File: src/rtl/chess_pkg.sv
// Shared types for the move sequencer: FSM state encoding, piece codes and side helpers.
package chess_pkg;

  typedef enum logic [2:0] {
    IDLE, QUERY, CHECK, PICK, WAIT_MOVES, HOLD, PLACE, OVER
  } seq_state_t;

  localparam logic [3:0] EMPTY    = 4'h0;
  localparam logic [3:0] W_PAWN   = 4'h1;
  localparam logic [3:0] W_KNIGHT = 4'h2;
  localparam logic [3:0] W_BISHOP = 4'h3;
  localparam logic [3:0] W_ROOK   = 4'h4;
  localparam logic [3:0] W_QUEEN  = 4'h5;
  localparam logic [3:0] W_KING   = 4'h6;
  localparam logic [3:0] B_PAWN   = 4'h7;
  localparam logic [3:0] B_KNIGHT = 4'h8;
  localparam logic [3:0] B_BISHOP = 4'h9;
  localparam logic [3:0] B_ROOK   = 4'hA;
  localparam logic [3:0] B_QUEEN  = 4'hB;
  localparam logic [3:0] B_KING   = 4'hC;

  function automatic logic is_white(input logic [3:0] code);
    return (code >= W_PAWN) && (code <= W_KING);
  endfunction

  function automatic logic is_black(input logic [3:0] code);
    return (code >= B_PAWN) && (code <= B_KING);
  endfunction

endpackage

File: src/rtl/chess_timer.sv
// Per-side chess clock: one-second prescaler plus two saturating down-counters of remaining seconds.
// Only the side to move is charged; the whole block freezes when run_i is low.
module chess_timer #(
  parameter int CLK_HZ       = 65_000_000,
  parameter int TIME_LIMIT_S = 600
) (
  input  logic       clk,
  input  logic       rst,
  input  logic       run_i,
  input  logic       side_i,
  output logic [9:0] white_time_o,
  output logic [9:0] black_time_o
);

  localparam int PW = (CLK_HZ > 1) ? $clog2(CLK_HZ) : 1;

  logic [PW-1:0] presc_q, presc_d;
  logic [9:0]    wt_q, wt_d, bt_q, bt_d;
  logic          tick;

  always_comb begin
    presc_d = presc_q;
    wt_d    = wt_q;
    bt_d    = bt_q;
    tick    = 1'b0;
    if (run_i) begin
      if (presc_q == PW'(CLK_HZ - 1)) begin
        presc_d = '0;
        tick    = 1'b1;
      end else begin
        presc_d = presc_q + 1'b1;
      end
    end
    if (tick) begin
      if (!side_i) begin
        if (wt_q != '0) wt_d = wt_q - 1'b1;
      end else begin
        if (bt_q != '0) bt_d = bt_q - 1'b1;
      end
    end
  end

  always_ff @(posedge clk) begin
    if (rst) begin
      presc_q <= '0;
      wt_q    <= 10'(TIME_LIMIT_S);
      bt_q    <= 10'(TIME_LIMIT_S);
    end else begin
      presc_q <= presc_d;
      wt_q    <= wt_d;
      bt_q    <= bt_d;
    end
  end

  assign white_time_o = wt_q;
  assign black_time_o = bt_q;

endmodule

File: src/rtl/move_sequencer.sv
// Click-driven pick/place sequencer for a chess board; chess clock compiled in with CHESS_CLOCK_EN.
// Pick 3 cycles after an IDLE click, release 1 cycle after an accepted HOLD click; other clicks dropped.
module move_sequencer
  import chess_pkg::*;
#(
  parameter int CLK_HZ        = 65_000_000,
  parameter int TIME_LIMIT_S  = 600,
  parameter int MOVES_TIMEOUT = 64
) (
  input  logic        clk,
  input  logic        rst,
  input  logic        click,
  input  logic [5:0]  click_pos,
  output logic [5:0]  query_pos,
  input  logic [3:0]  query_code,
  input  logic [63:0] possible_moves,
  input  logic        moves_valid,
  input  logic        white_win,
  input  logic        black_win,
  output logic        pick_place,
  output logic [5:0]  board_pos,
  output logic        turn,
  output logic        holding,
  output logic        game_over
`ifdef CHESS_CLOCK_EN
  ,
  output logic [9:0]  white_time_s,
  output logic [9:0]  black_time_s
`endif
);

  localparam int CW = $clog2(MOVES_TIMEOUT + 1);

  seq_state_t    state_q, state_d;
  logic [5:0]    src_q, src_d, dst_q, dst_d;
  logic [5:0]    board_pos_q, board_pos_d, query_pos_q, query_pos_d;
  logic [63:0]   mask_q, mask_d;
  logic [CW-1:0] cnt_q, cnt_d;
  logic          pick_place_q, pick_place_d;
  logic          turn_q, turn_d, holding_q, holding_d;
  logic          win_pend_q, win_pend_d;
  logic          win, own, expired;

  assign win = white_win | black_win;
  assign own = turn_q ? is_black(query_code) : is_white(query_code);

`ifdef CHESS_CLOCK_EN
  chess_timer #(
    .CLK_HZ       (CLK_HZ),
    .TIME_LIMIT_S (TIME_LIMIT_S)
  ) u_timer (
    .clk          (clk),
    .rst          (rst),
    .run_i        (state_q != OVER),
    .side_i       (turn_q),
    .white_time_o (white_time_s),
    .black_time_o (black_time_s)
  );
  assign expired = (white_time_s == '0) || (black_time_s == '0);
`else
  localparam int unused_cfg = CLK_HZ + TIME_LIMIT_S;
  assign expired = 1'b0;
`endif

  always_comb begin
    state_d      = state_q;
    src_d        = src_q;
    dst_d        = dst_q;
    mask_d       = mask_q;
    cnt_d        = cnt_q;
    board_pos_d  = board_pos_q;
    query_pos_d  = query_pos_q;
    pick_place_d = pick_place_q;
    turn_d       = turn_q;
    holding_d    = holding_q;
    win_pend_d   = win_pend_q;

    case (state_q)
      IDLE: begin
        if (win) begin
          state_d = OVER;
        end else if (click) begin
          src_d       = click_pos;
          query_pos_d = click_pos;
          state_d     = QUERY;
        end
      end
      QUERY: state_d = win ? OVER : CHECK;
      CHECK: begin
        if (win) begin
          state_d = OVER;
        end else if (own) begin
          board_pos_d  = src_q;
          pick_place_d = 1'b1;
          holding_d    = 1'b1;
          state_d      = PICK;
        end else begin
          state_d = IDLE;
        end
      end
      PICK: begin
        cnt_d   = '0;
        state_d = WAIT_MOVES;
      end
      WAIT_MOVES: begin
        if (moves_valid) begin
          mask_d  = possible_moves;
          state_d = HOLD;
        end else if (cnt_q == CW'(MOVES_TIMEOUT - 1)) begin
          // No legal-move answer: put the piece back where it came from.
          dst_d        = src_q;
          board_pos_d  = src_q;
          pick_place_d = 1'b0;
          holding_d    = 1'b0;
          state_d      = PLACE;
        end else begin
          cnt_d = cnt_q + 1'b1;
        end
      end
      HOLD: begin
        if (click && !moves_valid) begin
          dst_d = click_pos;
          if (mask_q[click_pos] || (click_pos == src_q)) begin
            board_pos_d  = click_pos;
            pick_place_d = 1'b0;
            holding_d    = 1'b0;
            state_d      = PLACE;
          end
        end
      end
      PLACE: begin
        turn_d     = turn_q ^ (dst_q != src_q);
        win_pend_d = 1'b0;
        state_d    = (win || win_pend_q) ? OVER : IDLE;
      end
      OVER:    state_d = OVER;
      default: state_d = IDLE;
    endcase

    // A win seen while a piece is lifted is deferred until that piece is released.
    if (win && holding_q) win_pend_d = 1'b1;

    if (expired && (state_q != OVER)) begin
      state_d      = OVER;
      pick_place_d = 1'b0;
      holding_d    = 1'b0;
      board_pos_d  = holding_q ? src_q : board_pos_q;
    end
  end

  always_ff @(posedge clk) begin
    if (rst) begin
      state_q      <= IDLE;
      src_q        <= '0;
      dst_q        <= '0;
      mask_q       <= '0;
      cnt_q        <= '0;
      board_pos_q  <= '0;
      query_pos_q  <= '0;
      pick_place_q <= 1'b0;
      turn_q       <= 1'b0;
      holding_q    <= 1'b0;
      win_pend_q   <= 1'b0;
    end else begin
      state_q      <= state_d;
      src_q        <= src_d;
      dst_q        <= dst_d;
      mask_q       <= mask_d;
      cnt_q        <= cnt_d;
      board_pos_q  <= board_pos_d;
      query_pos_q  <= query_pos_d;
      pick_place_q <= pick_place_d;
      turn_q       <= turn_d;
      holding_q    <= holding_d;
      win_pend_q   <= win_pend_d;
    end
  end

  // Reset releases the piece immediately so the board never sees a stale hold.
  assign pick_place = pick_place_q & ~rst;
  assign board_pos  = board_pos_q;
  assign query_pos  = query_pos_q;
  assign turn       = turn_q;
  assign holding    = holding_q;
  assign game_over  = (state_q == OVER);

endmodule

File: config.mk
export PLATFORM = sky130hd
export DESIGN_NAME = move_sequencer
export DESIGN_NICKNAME = d
export VERILOG_FILES = /design/src/rtl/chess_pkg.sv /design/src/rtl/chess_timer.sv /design/src/rtl/move_sequencer.sv
export SDC_FILE = /design/constraint.sdc
export NUM_CORES = 1
export LEC_CHECK = 0
export CORE_ASPECT_RATIO = 0.6
export CORE_MARGIN = 5
export CORE_UTILIZATION = 51
export DETAILED_ROUTE_END_ITERATION = 8
export PLACE_DENSITY = 0.8
export SLEW_MARGIN = 20
export SYNTH_ARGS = -nofsm -noshare
export SYNTH_HDL_FRONTEND = slang
export SYNTH_HIERARCHICAL = 1
export SYNTH_SLANG_ARGS = --single-unit
File: constraint.sdc
create_clock -name clk -period 3.56 [get_ports clk]
set_input_delay 1.068 -clock clk [delete_from_list [all_inputs] [get_ports clk]]
set_output_delay 1.068 -clock clk [all_outputs]
set_load 0.005 [all_outputs]
==> reports/metrics.yaml, run 1 <==
outcome:
  status: "finished, final reports clean"
sta:
  period_share_pct: 94.0
  tightest_slew_ns: 0.855
  finClkSkew_ns: 0.00469
  finalWorstPathRequiredPeriod_ns: 3.35
  max-slew-margin-rel_pct: 43.0
  fmax_ghz: 0.299
  fin_setup_tns_ns: 0
  drv_slew: 0
  final-setup-viol-count: 0
  rsz0062_at_grt: "false"
  hold_viol: 0
pwr:
  ir_worst_vdd_mv: 0.293
  power_mw: 2.55
  p_per_area_nw_per_um2: 444
  p_leak_nw: 2.22
synth:
  synth_xor_area_share_pct: 3.29
  yosys.area_share.simple_pct: 19.7
  synth_compound_area_share_pct: 17.2
  ys_async_sr_fraction_pct: 0
  syn_area_per_cell_sq_um: 8.40
  yosysSeqAreaShare_pct: 42.1
  netlist_area_sq_um: 4520
  synth_fa_ha_area_share_pct: 0.277
  ys_types: 54
  synth_top_family_by_area: "simple AND/OR/NAND/NOR gates"
  yosys.area.top_type: "dfxtp_1"
  synth-edff-count: 0
  ys_warn_count: 6
  ys_seq_elements: 95
  synth_area_leaders: "dfxtp_1, nand2_1, mux2i_1, a21oi_1, nor2_1"
  synth_mux_area_share_pct: 12.4
  synth_nets: 619
  netlist_instances: 538
  ys.flop_type: "dfxtp_1"
  synth_top_area_share_pct: 42.1
min_path:
  hold_end: "mask_q[6]$_SDFFE_PP0P_"
  hold_path_class: "reg -> reg"
  whs_path_depth: 2
  min_from: "mask_q[6]$_SDFFE_PP0P_"
clocking:
  cts-buffers-inserted: 9
  cts_tree: "built"
  clkSinkCount: 95
  ctsHoldBuffers: 0
  htree_num_levels: 3
  post_cts_resized: 0
  clk_latency_ns: 0.33
  clockRootBuffer: "clkbuf_16"
  clk_pin_slew_worst_paths_ns: 0.06
  clk_path_buf_depth: 2
  postCtsSetupBuffers: 0
finish:
  nets: 700
  synthToLayoutAreaGrowth_pct: 27.1
  post_layout_nonfiller_instances: 735
  utilization_pct: 66.9
  drive_gt1_share_pct: 7.38
  nFillCells: 711
  regArea_sq_um: 1900
  diodes: 0
  multi_input_area_sq_um: 2400
routing:
  ant_nets: 0
  drt-initial-drc-count: 330
  drc: 0
  drt-pass1-iter-count: 5
  vias_per_cell: 5.61
  vias: 4125
  avgRoutedWirePerCell_um: 15.9
  drt-total-wl_um: 11700
critical_path:
  worstSetupPathType: "in -> reg"
  startpoint_type: "input port"
  crit_top_cell: "buf_4"
  rr_endpoint: "holding$_SDFFE_PP0P_"
  crit_path_end_kind: "register"
  cp.arrival_ns: 3.57
  worst-path-max-fanout: 12
  cp_cell_sequence: "clkdlybuf4s50_1 -> buf_4 -> mux4_1 -> mux2i_1 -> nand3_1 -> o2111a_2 -> a211oi_4 -> buf_4 -> o21bai_1 -> o311a_1"
  cp_slowest_cell: "mux4_1"
  timing.rr.start: "cnt_q[1]$_SDFFE_PP0P_"
  cp_slowest_stage_delay_ns: 0.58
  cp_num_buf_inv: 3
  rr_worst_depth: 6
  r2r_slack_ns: 1.11
  worstPathRequired_ns: 3.78
  cp_top_family: "buffers and inverters"
place:
  routabilityCongestion: 0.882
  place.port_buffers: 95
  place_inst: 720
  dpl.hpwl_um: 8470
global_route:
  grt_pass1_wl_um: 19400
  grt_usage_pct: 21.2
  grt_overflow: 0
  grt_max_degree: 87
  grt_pass1_vias: 4062
  antenna_found_initial: 0
floorplanning:
  start_util_pct: 52.7
  ioPinCount: 96
  num_rows: 26
  core-area_sq_um: 8590
  die-area_sq_um: 10900
  die_w_um: 132
  die_h_um: 82.9
flow_run:
  maxCapViolCount: 0
## worst register-to-register path, stage by stage, from the launching register on
cell	delay [ns]
dfxtp_1	0.40
ha_1	0.22
or3b_2	0.52
a311oi_1	0.31
nand2_1	0.34
nor2_2	0.24
mux2_4	0.31
## sequential cells by signal, indices dropped and copies added, names as in the netlist
signal	flops
mask_q	64
cnt_q	7
board_pos	6
dst_q	6
query_pos	6
state_q	3
holding	1
turn	1
win_pend_q	1
## synthesized netlist by cell type (3+ instances only)
cell        n
nand3b_1    3
xnor2_1     5
nor2b_1     5
nand3_1     4
nand2_1   139
buf_6       5
dfxtp_1    95
mux2_2      7
o311a_1     6
nor3_1      3
xor2_1     12
a22oi_1    12
inv_1       6
nor4_1      3
buf_1       3
clkbuf_1   23
a31oi_1     3
o21ai_0    12
a21oi_1    71
nand4_1     5
and3_1      5
nor2_1     30
mux2i_1    37
o21bai_1    6
## power by group
group | internal (mW) | switching (mW)
Combinational | 0.255 | 0.245
Sequential | 1.14 | 0.0606
Clock | 0.488 | 0.366
## cell families (layout without fill, tap and decap cells)
logic type,after synthesis,in the layout
xor+xnor,17,17
mux,49,49
compound gates,125,125
simple gates,209,209
buf+inv,42,127
fa+ha+maj,1,1
flops,95,95
## area by class of cell
class                      count  share of cell area [%]
timing repair buffer         106                    17.8
inverter                       6                   0.392
multi-input combinational    401                    41.8
clock buffer                  14                    4.42
clock inverter                 1                  0.0871
tap                          112                    2.44
sequential                    95                    33.1
## cell usage in the layout (no fill, tap or decap), types with 9 or more instances in the layout
master	count
a21oi_1	71
nand2_1	139
a22oi_1	12
dfxtp_1	95
xor2_1	12
clkbuf_16	9
mux2i_1	37
nor2_1	30
buf_4	11
clkdlybuf4s50_1	93
o21ai_0	12
## through the flow
step                      hold WS (ns)  area, sq um  setup WS [ns]
after floorplan                  0.429         4520          0.674
after global placement           0.439         5490        -0.0155
after detailed placement         0.445         5490        -0.0838
after CTS                        0.455         5750          0.242
after global routing             0.470         5750          0.160
final                            0.453         5750          0.214
## per-layer routing
layer	track usage (%)	vias up	share of wire [%]
li1	-	2031	-
met1	30.7	1925	48
met4	5.79	0	1.2
met3	6.58	16	7.6
met2	30.2	153	43
met5	0	-	0
## worst max-delay path by stage
stage                 startpoint                        end  depth (start not counted)
floorplan           click_pos[0]       holding$_SDFFE_PP0P_                          8
global placement    click_pos[0]  board_pos[5]$_SDFFE_PP0P_                         10
detailed placement  click_pos[0]  board_pos[1]$_SDFFE_PP0P_                         10
CTS                 click_pos[0]  board_pos[1]$_SDFFE_PP0P_                         10
global route        click_pos[0]  board_pos[1]$_SDFFE_PP0P_                         10
finish              click_pos[0]  board_pos[1]$_SDFFE_PP0P_                         10
No activity file was read; power rests on OpenSTA's default activity.
==> run 2, diff against run 1 <==
--- a/config.mk
+++ b/config.mk
@@ -9,6 +9,7 @@
 export CORE_MARGIN = 5
 export CORE_UTILIZATION = 51
 export DETAILED_ROUTE_END_ITERATION = 8
+export GPL_ROUTABILITY_DRIVEN = 0
 export PLACE_DENSITY = 0.8
 export SLEW_MARGIN = 20
 export SYNTH_ARGS = -nofsm -noshare
==> results of run 2 <==
Same layout as run 1: the final DEF is identical, and so are final timing and power.
